--- config.mk ---
export PLATFORM = sky130hd
export DESIGN_NAME = seq_divider
export DESIGN_NICKNAME = d
export VERILOG_FILES = /design/src/rtl/seq_divider_pkg.sv /design/src/rtl/div_addsub_step.sv /design/src/rtl/seq_divider.sv
export SDC_FILE = /design/constraint.sdc
export NUM_CORES = 1
export LEC_CHECK = 0
export ABC_AREA = 1
export CAP_MARGIN = 40
export CELL_PAD_IN_SITES_DETAIL_PLACEMENT = 0
export CELL_PAD_IN_SITES_GLOBAL_PLACEMENT = 1
export CORE_ASPECT_RATIO = 1.1
export CORE_UTILIZATION = 39
export CTS_CLUSTER_SIZE = 28
export DETAILED_ROUTE_END_ITERATION = 10
export PLACE_DENSITY = 0.88
export SLEW_MARGIN = 20
export SYNTH_ARGS = -nofsm -noshare
export SYNTH_HDL_FRONTEND = slang
export SYNTH_SLANG_ARGS = --single-unit
export TNS_END_PERCENT = 5
--- constraint.sdc ---
create_clock -name clk -period 3.8 [get_ports clk]
set_clock_uncertainty 0.15 [all_clocks]
set_input_delay 0.38 -clock clk [delete_from_list [all_inputs] [get_ports clk]]
set_output_delay 0.38 -clock clk [all_outputs]
set_load 0.01 [all_outputs]
--- src/rtl/seq_divider_pkg.sv ---
//==============================================================================
// Module      : seq_divider_pkg
// Description : Shared constants for the iterative non-restoring divider.
// Revision    : 1.0 - initial release
//==============================================================================
`default_nettype none

package seq_divider_pkg;

    localparam int c_default_width = 32;
    localparam int c_cnt_width     = $clog2(c_default_width) + 1;

    localparam logic [1:0] c_idle = 2'd0;
    localparam logic [1:0] c_iter = 2'd1;
    localparam logic [1:0] c_fix  = 2'd2;
    localparam logic [1:0] c_done = 2'd3;

    function automatic int cnt_width(input int width);
        return $clog2(width) + 1;
    endfunction

endpackage

`default_nettype wire

--- src/rtl/div_addsub_step.sv ---
//==============================================================================
// Module      : div_addsub_step
// Description : Combinational (WIDTH+1)-bit add/subtract step (b inverted, carry-in = sub).
// Revision    : 1.0 - initial release
//==============================================================================
`default_nettype none

module div_addsub_step #(
    parameter int WIDTH = 32
) (
    input  logic [WIDTH:0] a,
    input  logic [WIDTH:0] b,
    input  logic           sub,
    output logic [WIDTH:0] sum
);

    logic [WIDTH:0] w_b_inv;

    assign w_b_inv = b ^ {(WIDTH + 1){sub}};
    assign sum     = a + w_b_inv + {{WIDTH{1'b0}}, sub};

endmodule

`default_nettype wire

--- src/rtl/seq_divider.sv ---
//==============================================================================
// Module      : seq_divider
// Description : Iterative non-restoring divider, one add/sub per clock, start/done
//               handshake. Define SEQ_DIVIDER_SIGNED_EN for the signed_op port.
// Revision    : 1.0 - initial release
//==============================================================================
`default_nettype none

module seq_divider
    import seq_divider_pkg::*;
#(
    parameter int WIDTH = c_default_width
) (
    input  logic             clk,
    input  logic             reset,
    input  logic             start,
`ifdef SEQ_DIVIDER_SIGNED_EN
    input  logic             signed_op,
`endif
    input  logic [WIDTH-1:0] dividend,
    input  logic [WIDTH-1:0] divisor,
    output logic             busy,
    output logic             done,
    output logic [WIDTH-1:0] quotient,
    output logic [WIDTH-1:0] remainder,
    output logic             div_by_zero
);

    localparam int c_cw = cnt_width(WIDTH);

    logic [1:0]       r_state, w_next_state;
    logic [c_cw-1:0]  r_cnt;
    logic [WIDTH:0]   r_p;
    logic [WIDTH-1:0] r_q, r_d;
    logic             r_dz;
    logic [WIDTH-1:0] r_quotient, r_remainder;
    logic             r_div_by_zero;

    logic [WIDTH:0]   w_a, w_b, w_sum;
    logic             w_sub;
    logic             w_dvs_zero;
    logic [WIDTH-1:0] w_dvd_mag, w_dvs_mag;
    logic [WIDTH-1:0] w_rem_pos, w_q_fix, w_r_fix;

    assign w_dvs_zero = (divisor == '0);
    assign w_rem_pos  = r_p[WIDTH] ? w_sum[WIDTH-1:0] : r_p[WIDTH-1:0];

`ifdef SEQ_DIVIDER_SIGNED_EN
    logic w_dvd_neg, w_dvs_neg, r_neg_q, r_neg_r;

    assign w_dvd_neg = signed_op & dividend[WIDTH-1];
    assign w_dvs_neg = signed_op & divisor[WIDTH-1];
    assign w_dvd_mag = w_dvd_neg ? -dividend : dividend;
    assign w_dvs_mag = w_dvs_neg ? -divisor  : divisor;
    // Most-negative / -1 falls out naturally: the magnitude wraps back to itself.
    assign w_q_fix   = r_neg_q ? -r_q      : r_q;
    assign w_r_fix   = r_neg_r ? -w_rem_pos : w_rem_pos;

    always_ff @(posedge clk) begin
        if (reset) begin
            r_neg_q <= 1'b0;
            r_neg_r <= 1'b0;
        end else if (r_state == c_idle && start) begin
            r_neg_q <= w_dvd_neg ^ w_dvs_neg;
            r_neg_r <= w_dvd_neg;
        end
    end
`else
    assign w_dvd_mag = dividend;
    assign w_dvs_mag = divisor;
    assign w_q_fix   = r_q;
    assign w_r_fix   = w_rem_pos;
`endif

    // ITER feeds the shifted {P,Q}; FIX reuses the same adder to restore P.
    always_comb begin
        w_a   = r_p;
        w_b   = {1'b0, r_d};
        w_sub = 1'b0;
        if (r_state == c_iter) begin
            w_a   = {r_p[WIDTH-1:0], r_q[WIDTH-1]};
            w_sub = ~r_p[WIDTH];
        end
    end

    div_addsub_step #(
        .WIDTH (WIDTH)
    ) u_step (
        .a   (w_a),
        .b   (w_b),
        .sub (w_sub),
        .sum (w_sum)
    );

    always_comb begin
        w_next_state = r_state;
        case (r_state)
            c_idle:  if (start) w_next_state = w_dvs_zero ? c_fix : c_iter;
            c_iter:  if (r_cnt == c_cw'(1)) w_next_state = c_fix;
            c_fix:   w_next_state = c_done;
            c_done:  w_next_state = c_idle;
            default: w_next_state = c_idle;
        endcase
    end

    always_ff @(posedge clk) begin
        if (reset) begin
            r_state       <= c_idle;
            r_cnt         <= '0;
            r_p           <= '0;
            r_q           <= '0;
            r_d           <= '0;
            r_dz          <= 1'b0;
            r_quotient    <= '0;
            r_remainder   <= '0;
            r_div_by_zero <= 1'b0;
        end else begin
            r_state <= w_next_state;
            case (r_state)
                c_idle: begin
                    if (start) begin
                        r_cnt <= c_cw'(WIDTH);
                        r_p   <= '0;
                        r_d   <= w_dvs_mag;
                        r_dz  <= w_dvs_zero;
                        // A zero divisor keeps the raw dividend for the remainder.
                        r_q   <= w_dvs_zero ? dividend : w_dvd_mag;
                    end
                end
                c_iter: begin
                    r_p   <= w_sum;
                    r_q   <= {r_q[WIDTH-2:0], ~w_sum[WIDTH]};
                    r_cnt <= r_cnt - c_cw'(1);
                end
                c_fix: begin
                    r_div_by_zero <= r_dz;
                    if (r_dz) begin
                        r_quotient  <= '1;
                        r_remainder <= r_q;
                    end else begin
                        r_quotient  <= w_q_fix;
                        r_remainder <= w_r_fix;
                    end
                end
                default: ;
            endcase
        end
    end

    assign busy        = (r_state == c_iter) || (r_state == c_fix);
    assign done        = (r_state == c_done);
    assign quotient    = r_quotient;
    assign remainder   = r_remainder;
    assign div_by_zero = r_div_by_zero;

endmodule

`default_nettype wire

# Yosys cells after proc, flatten, opt, wreduce, memory -nomap -nowiden
# Index checks and enable logic that the tools add are counted.
totals:
  input_bits: 67
  ff_bits: 171
op_classes:
  eq_ne: 6
  n_addsub: 3
  n_bitwise: 3
  n_reduce_logical: 7
  mux: 15
ops:
  columns: ["op", "n"]
  rows:
  - ["$mux W32", 4]
  - ["$mux W33", 2]
  - ["$pmux W33 S2", 1]
  - ["$pmux W32 S2", 1]
  - ["$add A33 B1 Y33", 1]
  - ["$add A33 B33 Y33", 1]
  - ["$xor A32 B33 Y33", 1]
  - ["$logic_not A32 Y1", 1]
  - ["$pmux W6 S2", 1]
  - ["$pmux W2 S4", 1]
  - ["$eq A6 B1 Y1 const B", 1]
  - ["$mux W2", 3]
  - ["$mux W6", 1]
  - ["$reduce_and A2 Y1", 3]
  - ["$sub A6 B1 Y6 const B", 1]
  - ["$eq A2 B2 Y1 const B", 2]
  - ["$eq A2 B1 Y1 const B", 1]
  - ["$logic_not A2 Y1", 1]
  - ["$ne A2 B1 Y1 const B", 1]
  - ["$ne A2 B2 Y1 const B", 1]
  - ["$not A1 Y1", 2]
  - ["$reduce_bool A2 Y1", 1]
  - ["$logic_or A1 B1 Y1", 1]
  - ["$mux W1", 1]

# Longest topological paths before layout
# Gate-level depths: netlist of run 1.
logic_depth:
  word_depth: 7
  depth_mapped: 22
  mapped_depth_nobuf: 21

# Cells and area by module
# A second synthesis of run 1 with hierarchy kept.
unflattened:
  cells_unflattened: 1584
  hier_area_um2: 10309.9
modules_own_cells:
  columns: ["module", "area_per_inst_um2", "seq_area_each_um2", "n_inst", "cells_each"]
  rows:
  - ["seq_divider", 7667.4, 3423.3, 1, 1083]
  - ["div_addsub_step", 2642.5, 0.0, 1, 501]

# Least setup slack after synthesis of run 1
# OpenSTA, ideal clock, no wires.
synth_path:
  kind: "reg-to-reg"
  start: "register r_state[1]"
  end: "register r_remainder[18] (netlist: remainder[18])"
  arrival_ns: 2.805
  setup_slack_ns: 0.713
  period_less_slack_ns: 3.087
  stages_incl_launch_ff: 18
  required_ns: 3.518
  path_buffers: 1
  cell_sequence: "dfxtp_1 > inv_1 > ha_1 > nand2_2 > buf_1 > xnor2_1 > ha_1 > a21oi_1 > nand2_1 > a21oi_1 > o21ai_1 > nand3_1 > nand2_1 > or2_2 > nand2_1 > nand2_1 > nand2_1 > a21oi_1"
synth_between:
  elab_chain_cells: 7
synth_lines:
  columns: ["element", "line", "source"]
  rows:
  - ["start, declared", "seq_divider.sv:31", "logic [1:0] r_state, w_next_state;"]
  - ["start signal, assigned", "seq_divider.sv:108", "r_state <= c_idle;"]
  - ["start signal, assigned", "seq_divider.sv:118", "r_state <= w_next_state;"]
  - ["$eq A2 B1 Y1", "seq_divider.sv:80", "if (r_state == c_iter) begin"]
  - ["$mux W1", "seq_divider.sv:80", null]
  - ["$xor A32 B33 Y33", "div_addsub_step.sv:19", "assign w_b_inv = b ^ {(WIDTH + 1){sub}};"]
  - ["$add A33 B33 Y33", "div_addsub_step.sv:20", "assign sum = a + w_b_inv + {{WIDTH{1'b0}}, sub};"]
  - ["$add A33 B1 Y33", "div_addsub_step.sv:20", null]
  - ["$mux W32", "seq_divider.sv:46", "assign w_rem_pos = r_p[WIDTH] ? w_sum[WIDTH-1:0] : r_p[WIDTH-1:0];"]
  - ["$mux W32", "seq_divider.sv:137", "if (r_dz) begin"]
  - ["end signal, assigned", "seq_divider.sv:139", "r_remainder <= r_q;"]
  - ["end signal, assigned", "seq_divider.sv:142", "r_remainder <= w_r_fix;"]
  - ["end, declared", "seq_divider.sv:36", "logic [WIDTH-1:0] r_quotient, r_remainder;"]
# Parallel ways exist; a longest one is shown, timed or not.
# A chain may end at the register's enable or synchronous reset.

# Worst setup path in the final report of run 1
layout_path:
  start: "register r_state[1]"
  end: "register r_remainder[22] (netlist: remainder[22])"
# Same word-level chain as after synthesis.

==> results.md, run 1 <==
- Final hold vios: 0
- Critical-path cell list: inv_1, ha_2, buf_4, nand2_2, nand2_1, nand2_1, o21ai_1, inv_2, fa_1, nand3b_1, nand2_1, a21oi_1, o21ai_1, nand2_1, nand2_1, nand2_1, nand3_1, nand3_1, a21oi_1, nor2_1
- Worst path depth: 20
- Remaining antenna violation count: 0
- Max-Slew Margin vs Limit: 50.6%
- CTS tree: yes
- RSZ-0062 raised after global routing: no
- Internal power: 5.06 mW
- Drt pass-1 iters: 7
- Worst-Skew Late Latency: approximately 0.44 ns
- Worst Setup End Kind: register
- CTS root buf: clkbuf_16
- Sw Pwr: 4.55 mW
- Final RePlAce weighted congestion: 0.916
- Sw Ratio: ~47%
- Slowest-stage cell, CP: fa_1
- Post-CTS Hold Fix Bufs: 0
- Starting Density: 40.0%
- Compound-Gate Fraction of Synth Area: 24.2%
- Clock power share: 18.9%
- Max-slew violation count: 0
- Commonest non-fill, non-tap cell in the layout: nand2_1
- Top cells by area, synth: dfxtp_1 (36%), nand2_1 (11%), o21ai_0 (11%), a21oi_1 (10%), inv_1 (5.7%)
- Min Clock Period, post-route: 3.42 ns
- Number of buffers created by CTS: 17
- Worst-Margin Slew: 0.741 ns
- Largest family of logic cells by synthesized area: compound AO/OA/AOI/OAI gates
- Reg2Reg Capture Point: remainder[22]$_SDFFE_PP0P_
- Die W: ~150 µm
- Post-CTS Setup Repair Bufs: 0
- First-pass GRT wire length: 47,000 µm
- Vias per cell: 5.18
- GRT Overall Usage: 24.2%
- Layout cells sized above 1: around 4.4%
- Yosys top cell area share: 36.0%
- Congestion Overflow GR: 0
- Largest net degree at the start of global routing: just under 70
- Startpoint types: register
- Yosys reg bits: 171
- Cell mode on critical path: nand2_1
- Layout overhead on the synthesized area: 23.0%
- Max VDD drop: 0.502 mV
- Die area: 25,000 µm²
- FP Rows: between 50 and 60
- CP delay by family, top: simple AND/OR/NAND/NOR gates
- Post-Synth Simple-Gate Area: 20.8%
- CP max FO: 17
- Post-Synthesis Cells: approximately 1.4k
- Setup WS post-layout: 0.384 ns
- Min-Delay Path Class: register to register
- Mapped Area: around 9500 µm²
- Unique masters post-synth: 35
- Max Root-Sink Buffers: 2
- Crit path arrival time: around 3.6 ns
- Yosys Warn Count: 0
- Clock sink total: 171
- Synth Area in Adders: 5.07%
- Drc violations: 0
- Cell leakage power: 4.55 nW
- Clock-pin slew of the registers on the worst-case setup and hold paths: 0.08 ns
- Final setup viols: 0
- Critical path startpoint: r_state[1]$_SDFFE_PP0P_
- I/O pins: ~130
- Core area: around 24,000 µm²
- Register share of total power: 27.5%
- Initial antenna violation count: 0
- CP Buf/Inv Count: 3
- DR vias: 9,498
- Vias in the first global route: 9,109
- Die Span Y: ~170 µm
- FF-to-FF Start: r_state[1]$_SDFFE_PP0P_
- Depth of the most critical reg-to-reg path: 20
- Post-synthesis sequential area ratio: 36.0%
- DR WL/cell: about 16 µm
- Most frequent cells in the layout: nand2_1 (282), o21ai_0 (211), a21oi_1 (190)
- Setup WS pre-CTS: 0.416 ns
- Run status: completed
- Post-CTS Resized: 0
- Mapped Avg Cell Area: approximately 6.7 µm²
- Crit share post-route: between 80% and 90%
- Comb pwr share: 53.6%
- Syn Nets: 1,531
- XOR/XNOR Fraction of Synth Area: under 10%
- Critical path class: register to register
- CP required: ~4.0 ns
- Max-cap violations: 0
- Reg2Reg Setup Slack: 0.38 ns
- # H-tree levels: 4
- Post-synthesis mux area share: 0%
- Starting DRT DRC Count: 506
- Fin Setup TNS: 0 ns
- Final WL: 29,600 µm
- Final #Nets: 1,622
- Worst setup path end: remainder[22]$_SDFFE_PP0P_
- PD cells: 821 nW/µm²
- Leading area contributor after synthesis: dfxtp_1
- FMAX: 293 MHz
- Diodes inserted: 0
- I/O Buffers: around 130
- CP max stage delay: 0.39 ns
- Post-DP HPWL: approximately 22,000 µm
logic make-up after synthesis:
group                    Yosys count
XOR/XNOR                          53
AO/OA/AOI/OAI                    446
AND/OR/NAND/NOR                  490
flip-flops                       171
adder cells (fa/ha/maj)           38
buffers and inverters            228
through the flow:
step | power, mW | hold slack, ns | instances | utilization, % | cell area, µm²
CTS | 9.68 | 0.321 | 1835 | 49.3 | 11700
detailed placement | 7.84 | 0.310 | 1803 | 46.7 | 11100
floorplan | 6.17 | 0.295 | 1426 | - | 9520
global placement | 7.81 | 0.304 | 1803 | 46.7 | 11100
global route | 10.4 | 0.342 | 1835 | 49.3 | 11700
finish | 9.61 | 0.328 | 1835 | 49.3 | 11700
flip-flops by register name, indices dropped and copies added, names as in the netlist:
register     cells
quotient        32
div_by_zero      1
r_q             32
r_p             33
remainder       32
r_cnt            6
r_d             32
r_dz             1
r_state          2
synthesized netlist by cell type:
cell type / count
a31oi_1: 13
ha_1: 37
o21a_1: 3
o21ai_1: 9
dfxtp_1: 171
nand2_1: 282
inv_1: 144
clkbuf_1: 70
a22oi_1: 1
and3_1: 1
nand2_2: 6
a21oi_1: 190
o211ai_1: 3
o22ai_1: 4
buf_1: 6
nand3_1: 49
and2_1: 1
nand3b_1: 1
fa_1: 1
xnor2_1: 42
o21bai_1: 4
a21o_1: 6
nor3_1: 10
o21ai_0: 211
nor4_1: 11
or2_1: 1
or2_2: 2
o2111ai_1: 1
nand4_1: 3
buf_4: 2
inv_2: 5
nor2_1: 123
a21boi_1: 1
buf_2: 1
xor2_1: 11
per-layer routing:
| layer | share of wire, % | track usage, % | vias up |
|---|---|---|---|
| li1 | - | - | 4873 |
| met1 | 43 | 28.2 | 4404 |
| met2 | 51 | 43.2 | 167 |
| met3 | 2.8 | 3.71 | 54 |
| met4 | 3.3 | 9.83 | 0 |
| met5 | 0 | 0 | - |
worst min-delay path, delay by kind of cell (launching register included):
family / cells / cell delay, ns
AOI/OAI and AO/OA: 1 / 0.06
DFF: 1 / 0.32
and+or+nand+nor: 1 / 0.06
cell type report:
class,count,area [µm²]
clock buffer,17,425
clock inverter,15,185
fill,2472,12100
inverter,149,559
multi-input combinational,1027,5230
sequential,171,3420
tap,305,382
timing repair buffer,151,1500
power groups by stage:
stage	registers, mW	clock network, mW	logic (mW)
floorplan	2.65	0	3.52
global placement	2.67	0	5.14
detailed placement	2.68	0	5.16
CTS	2.64	1.85	5.19
global route	2.70	1.93	5.77
finish	2.64	1.82	5.15
how the worst min path moves through the flow:
| stage | startpoint | endpoint | slack, ns | cells past startpoint |
|---|---|---|---|---|
| 6_report | r_p[30]$_SDFFE_PP0P_ | r_p[30]$_SDFFE_PP0P_ | 0.33 | 2 |
| 5_1_grt | r_p[30]$_SDFFE_PP0P_ | r_p[30]$_SDFFE_PP0P_ | 0.34 | 2 |
| 4_1_cts | r_p[30]$_SDFFE_PP0P_ | r_p[30]$_SDFFE_PP0P_ | 0.32 | 2 |
| 3_5_place_dp | r_p[30]$_SDFFE_PP0P_ | r_p[30]$_SDFFE_PP0P_ | 0.31 | 2 |
| 3_3_place_gp | r_p[30]$_SDFFE_PP0P_ | r_p[30]$_SDFFE_PP0P_ | 0.30 | 2 |
| 2_1_floorplan | r_p[30]$_SDFFE_PP0P_ | r_p[30]$_SDFFE_PP0P_ | 0.30 | 2 |
Power figures use the tool's default switching activity.
==> inputs of run 2 (changes only) <==
--- a/config.mk
+++ b/config.mk
@@ -13,7 +13,7 @@
 export CORE_UTILIZATION = 39
 export CTS_CLUSTER_SIZE = 28
 export DETAILED_ROUTE_END_ITERATION = 10
-export PLACE_DENSITY = 0.88
+export PLACE_DENSITY = 0.81
 export SLEW_MARGIN = 20
 export SYNTH_ARGS = -nofsm -noshare
 export SYNTH_HDL_FRONTEND = slang
==> run 2 against run 1 <==
Effect of this change:
- clock power down 4%
- sequential share of layout area about the same
- routed wire length is 4.1% higher
- via count grew 0.91%
- setup slack got worse by 0.0094 ns
- critical path depth decreased by 6
- maximum frequency decreased by 0.27%
- register-to-register slack about the same
- largest power group unchanged
- critical path type unchanged
- power down 0.46%
- sequential power barely moved
- non-clock buffer count increased by 1
- global-route usage is 1.0 points higher
==> results.md, run 2 (same netlist as run 1, synthesis figures left out) <==
- Max reg flops: 33 (unchanged)
- FMAX: 292 MHz (-0.27%)
- Final RePlAce weighted congestion: 0.932 (+1.7%)
- Final WL: 30,800 µm (+4.1%)
- # H-tree levels: 4 (unchanged)
- Final #Nets: 1,623 (+0.062%)
- Starting DRT DRC Count: 525 (+3.8%)
- Drt pass-1 iters: 5 (-2)
- Most frequent cells in the layout: nand2_1 (282), o21ai_0 (211), a21oi_1 (190)
- CP max FO: 48 (+31)
- Max-cap violations: 0 (unchanged)
- Internal power: 5.04 mW (-0.45%)
- Die area: 25,000 µm² (unchanged)
- Fillers: 2,483 (+0.44%)
- Post-CTS Hold Fix Bufs: 0 (unchanged)
- Vias in the first global route: 9,177 (+0.75%)
- Diodes inserted: 0 (unchanged)
- Core area: 23,800 µm² (unchanged)
- Initial antenna violation count: 0 (unchanged)
- Startpoint types: register
- Remaining antenna violation count: 0 (unchanged)
- Min-Delay Path Class: input pin to register
- CTS root buf: clkbuf_16
- Commonest non-fill, non-tap cell in the layout: nand2_1
- Final Power: 9.57 mW (-0.46%)
- PD cells: 818 nW/µm² (-0.44%)
- CP Buf/Inv Count: 3 (unchanged)
- First-pass GRT wire length: 48,800 µm (+4.0%)
- RSZ-0062 raised after global routing: no
- Clock sink total: 171 (unchanged)
- Crit path arrival time: 3.64 ns (+0.07 ns)
- Worst-Margin Slew: 0.793 ns (+0.0523 ns)
- Run status: completed
- Congestion Overflow GR: 0 (unchanged)
- CP required: 4.02 ns (+0.06 ns)
- Slowest-stage cell, CP: ha_1
- GRT Overall Usage: 25.2% (+1.0 points)
- DR vias: 9,584 (+0.91%)
- DR WL/cell: 16.8 µm (+4.1%)
- Worst Setup End Kind: register
- Cell mode on critical path: nand2_1
- Clock power share: 18.2% (-0.7 points)
- Final setup viols: 0 (unchanged)
- Comb pwr share: 54.2% (+0.6 points)
- Vias per cell: 5.22 (+0.91%)
- Max-slew violation count: 0 (unchanged)
- Layout cells sized above 1: 4.44% (unchanged)
- Layout overhead on the synthesized area: 23.0% (about the same)
- Fin Setup TNS: 0 ns (unchanged)
- Sw Pwr: 4.53 mW (-0.48%)
- CP delay by family, top: simple AND/OR/NAND/NOR gates
- Reg2Reg Setup Slack: 0.37 ns (about the same)
- Critical path class: register to register
- Drc violations: 0 (unchanged)
- Die Span Y: 166 µm (unchanged)
- Largest net degree at the start of global routing: 68 (unchanged)
- Sw Ratio: 47.3% (about the same)
- I/O pins: 134 (unchanged)
- Top reg by flops: r_p
- Max Root-Sink Buffers: 2 (unchanged)
- CTS tree: yes
- CP max stage delay: 0.46 ns (+0.07 ns)
- Placed Area: 11,100 µm² (unchanged)
- Worst-Skew Late Latency: 0.44 ns (about the same)
- Design area: 11,700 µm² (about the same)
- Max VDD drop: 0.400 mV (-20%)
- Starting Density: 40.0% (unchanged)
- I/O Buffers: 133 (unchanged)
- Die W: 151 µm (unchanged)
- Max-Slew Margin vs Limit: 47.1% (-3.5 points)
- Critical-path cell list: inv_1, ha_4, buf_12, o21ai_0, ha_1, nand2_1, nor2_1, inv_1, nor4_1, nand2_1, nand2_1, xor2_1, o21ai_0, a21oi_1
- Clock-pin slew of the registers on the worst-case setup and hold paths: 0.08 ns (about the same)
- Register share of total power: 27.7% (+0.2 points)
- Post-DP HPWL: 22,600 µm (+3.2%)
- Crit share post-route: 90.1% (+0.25 points)
- FP Rows: 59 (unchanged)
- Final hold vios: 0 (unchanged)
- Number of buffers created by CTS: 17 (unchanged)
- Cell leakage power: 4.54 nW (-0.10%)
- Min Clock Period, post-route: 3.43 ns (+0.00935 ns)
## run 2: cell types whose count changed in the layout (fill, tap and decap cells not counted), sizes merged
cell	delta
clkinv	+2
inv	-3
buf	+1
## run 2: layout make-up
| type | count | area, µm² | share of cell area, % |
|---|---|---|---|
| Clock inverter | 14 | 153 | 1.30 |
| Timing Repair Buffer | 152 | 1520 | 13.0 |
| Sequential cell | 171 | 3420 | 29.2 |
| Multi-Input combinational cell | 1027 | 5240 | 44.8 |
| Inverter | 149 | 559 | 4.78 |
| Tap cell | 305 | 382 | 3.26 |
| Clock buffer | 17 | 425 | 3.63 |
## run 2: tightest hold or removal path, delay by kind of cell
family	cells	cell delay, ns
buffers and inverters	2	0.25
AO/OA/AOI/OAI	2	0.16
## run 2: what timing repair did
| item | in CTS | in global routing |
|---|---|---|
| setup buffers | 0 | 0 |
| setup endpoints to repair | 0 | 6 |
| resized for setup | 0 | 1 |
## run 2: worst paths after layout
check                          startpoint                    endpoint  depth (start not counted)
hold / removal                      reset         r_q[5]$_SDFFE_PP0P_                          4
hold reg to reg      r_p[30]$_SDFFE_PP0P_        r_p[30]$_SDFFE_PP0P_                          2
setup reg to reg  r_state[1]$_SDFFE_PP0P_  remainder[26]$_SDFFE_PP0P_                         14
setup / recovery  r_state[1]$_SDFFE_PP0P_  remainder[26]$_SDFFE_PP0P_                         14
## run 2: through the flow
step | cells | setup slack (ns) | util, % | hold WS (ns)
4_1_cts | 1834 | 0.298 | 49.1 | 0.321
3_5_place_dp | 1803 | 0.308 | 46.7 | 0.310
2_1_floorplan | 1426 | 0.713 | - | 0.295
5_1_grt | 1835 | 0.0257 | 49.2 | 0.265
3_3_place_gp | 1803 | 0.319 | 46.7 | 0.304
6_report | 1835 | 0.375 | 49.2 | 0.243
## run 2: metal layers
metal | GRT usage [%] | wire length (µm) | part of all wire (%) | up-vias
li1 | - | - | - | 4882
met1 | 30.2 | 13200 | 43 | 4469
met2 | 44.7 | 15700 | 51 | 188
met3 | 3.38 | 933 | 3.0 | 45
met4 | 9.87 | 1010 | 3.3 | 0
met5 | 0 | 0 | 0 | -
## run 2: power groups by stage
stage / clock (mW) / combinational (mW) / sequential, mW
after floorplan: 0 / 3.52 / 2.65
after global placement: 0 / 5.17 / 2.68
after detailed placement: 0 / 5.17 / 2.69
after CTS: 1.77 / 5.20 / 2.65
after global routing: 1.84 / 5.82 / 2.71
final: 1.74 / 5.18 / 2.65
==> inputs of run 3 (changes only) <==
--- a/config.mk
+++ b/config.mk
@@ -14,6 +14,7 @@
 export CTS_CLUSTER_SIZE = 28
 export DETAILED_ROUTE_END_ITERATION = 10
 export PLACE_DENSITY = 0.81
+export SETUP_SLACK_MARGIN = 0.4
 export SLEW_MARGIN = 20
 export SYNTH_ARGS = -nofsm -noshare
 export SYNTH_HDL_FRONTEND = slang
==> run 3 against run 2 <==
Effect of this change:
- maximum frequency up 4.8%
- sequential power about the same
- clock power about the same
- sequential share of layout area down 0.21 points
- via count up 0.78%
- highest routed layer unchanged
==> results.md, run 3 (same netlist as run 1, synthesis figures left out) <==
- Run status: completed
- Clock-pin slew of the registers on the worst-case setup and hold paths: 0.08 ns (about the same)
- Routed wire length on met3: 737 µm (-21%)
- Post-DP HPWL: 22,600 µm (unchanged)
- Max reg flops: 33 (unchanged)
- DR vias: 9,659 (+0.78%)
- Final RePlAce weighted congestion: 0.932 (unchanged)
- Startpoint types: register
- Max-cap violations: 0 (unchanged)
- Cell leakage power: 4.58 nW (+0.78%)
- Drt pass-1 iters: 5 (unchanged)
- Layout overhead on the synthesized area: 23.9%
- RSZ-0062 raised after global routing: yes
- CP max FO: 48 (unchanged)
- Die area: 25,000 µm² (unchanged)
- FP Rows: 59 (unchanged)
- Diodes inserted: 0 (unchanged)
- Max-Slew Margin vs Limit: 48.1% (+0.97 points)
- I/O pins: 134 (unchanged)
- Vias in the first global route: 9,181 (+0.044%)
- Worst-Margin Slew: 0.778 ns (-0.0145 ns)
- Worst Setup End Kind: register
- Initial antenna violation count: 0 (unchanged)
- PD cells: 819 nW/µm² (+0.18%)
- Post-CTS Hold Fix Bufs: 0 (unchanged)
- DR WL/cell: 16.8 µm (+0.15%)
- # H-tree levels: 4 (unchanged)
- Clock sink total: 171 (unchanged)
- Design area: 11,800 µm² (+0.72%)
- Final #Nets: 1,627 (+0.25%)
- Fillers: 2,479 (-0.16%)
- Max-slew violation count: 0 (unchanged)
- CP required: 3.95 ns (-0.07 ns)
- Remaining antenna violation count: 0 (unchanged)
- Fin Setup TNS: 0 ns (unchanged)
- Crit path arrival time: 3.42 ns (-0.22 ns)
- Most frequent cells in the layout: nand2_1 (279), o21ai_0 (207), a21oi_1 (187)
- I/O Buffers: 133 (unchanged)
- Min-Delay Path Class: input pin to register
- Die W: 151 µm (unchanged)
- Starting DRT DRC Count: 510 (-2.9%)
- Wire length on met1: 13,300 µm (+0.80%)
- Drc violations: 0 (unchanged)
- Metal2 WL: 15,800 µm (+0.76%)
- CTS root buf: clkbuf_16
- Max Root-Sink Buffers: 2 (unchanged)
- Max VDD drop: 0.400 mV (about the same)
- Layout cells sized above 1: 5.54% (+1.1 points)
- Starting Density: 40.0% (unchanged)
- Number of buffers created by CTS: 17 (unchanged)
- Worst-Skew Late Latency: 0.45 ns (about the same)
- Reg2Reg Setup Slack: 0.53 ns (+0.16 ns)
- Placed Area: 11,100 µm² (unchanged)
- Commonest non-fill, non-tap cell in the layout: nand2_1
- Final WL: 30,900 µm (+0.36%)
- FMAX: 306 MHz (+4.8%)
- Top reg by flops: r_p
- Core area: 23,800 µm² (unchanged)
- Die Span Y: 166 µm (unchanged)
- Critical path class: register to register
- Largest net degree at the start of global routing: 68 (unchanged)
- Vias per cell: 5.25 (+0.56%)
- CTS tree: yes
- Min Clock Period, post-route: 3.27 ns (-0.156 ns)
- Crit share post-route: 86.0% (-4.1 points)
- First-pass GRT wire length: 48,800 µm (about the same)
- Top sig layer: met4
- GRT Overall Usage: 25.2% (about the same)
- Final setup viols: 0 (unchanged)
- Final hold vios: 0 (unchanged)
- Congestion Overflow GR: 0 (unchanged)
-- run 3: changes by cell type in the layout (fill, tap and decap cells not counted), moves of 2 or more --
cell / change
a21oi_1: -3
o21ai_0: -4
xnor2_1: -2
nand2_2: +3
xnor2_2: +2
nand2_1: -3
buf_4: +4
a21oi_2: +3
o21ai_1: +3
-- run 3: timing repair --
item / in CTS / in global routing
buffers inserted: 0 / 4
setup endpoints to repair: 17 / 30
resized for setup: 1 / 17
pin swaps: 0 / 3
-- run 3: layer usage --
layer,GRT usage (%),vias up
met4,9.87,0
met3,3.38,51
met1,30.2,4560
met2,44.7,156
met5,0,-
li1,-,4892
-- run 3: per-stage QoR --
stage	utilization [%]	power [mW]	setup slack (ns)	cells	hold slack, ns
detailed placement	46.7	7.86	0.308	1803	0.310
CTS	49.2	9.63	0.431	1834	0.321
floorplan	-	6.17	0.713	1426	0.295
global placement	46.7	7.85	0.319	1803	0.304
finish	49.6	9.65	0.531	1839	0.244
global route	49.6	10.4	0.289	1839	0.265
-- run 3: critical path: stages (launching register included) --
cell and delay [ns]:
dfxtp_1 0.36, inv_1 0.10, ha_4 0.22, buf_12 0.19, o21ai_0 0.41, ha_1 0.38
a21oi_1 0.27, o21ai_0 0.15, a21oi_1 0.30, nor2_1 0.07, nor2_1 0.13, nand2_1 0.07
nand2_1 0.07, nand3_1 0.07, a21oi_1 0.13, nor2_1 0.05
-- run 3: worst paths after layout --
| path | start | to | cells after the start |
|---|---|---|---|
| max reg2reg | r_state[1]$_SDFFE_PP0P_ | remainder[30]$_SDFFE_PP0P_ | 15 |
| min reg2reg | r_p[30]$_SDFFE_PP0P_ | r_p[30]$_SDFFE_PP0P_ | 2 |
| max | r_state[1]$_SDFFE_PP0P_ | remainder[30]$_SDFFE_PP0P_ | 15 |
| min | reset | quotient[5]$_SDFFE_PP0P_ | 4 |
-- run 3: power by group --
part,switching [mW],internal [mW]
clock network,0.872,0.875
logic,3.37,1.89
registers,0.330,2.32
-- run 3: area by class of cell --
type	instances	area, µm²	share of cell area, %
tap	305	382	3.24
multi-input combinational	1027	5300	44.9
timing repair buffer	156	1550	13.1
clock buffer	17	425	3.61
inverter	149	559	4.74
sequential	171	3420	29.0
clock inverter	14	153	1.29
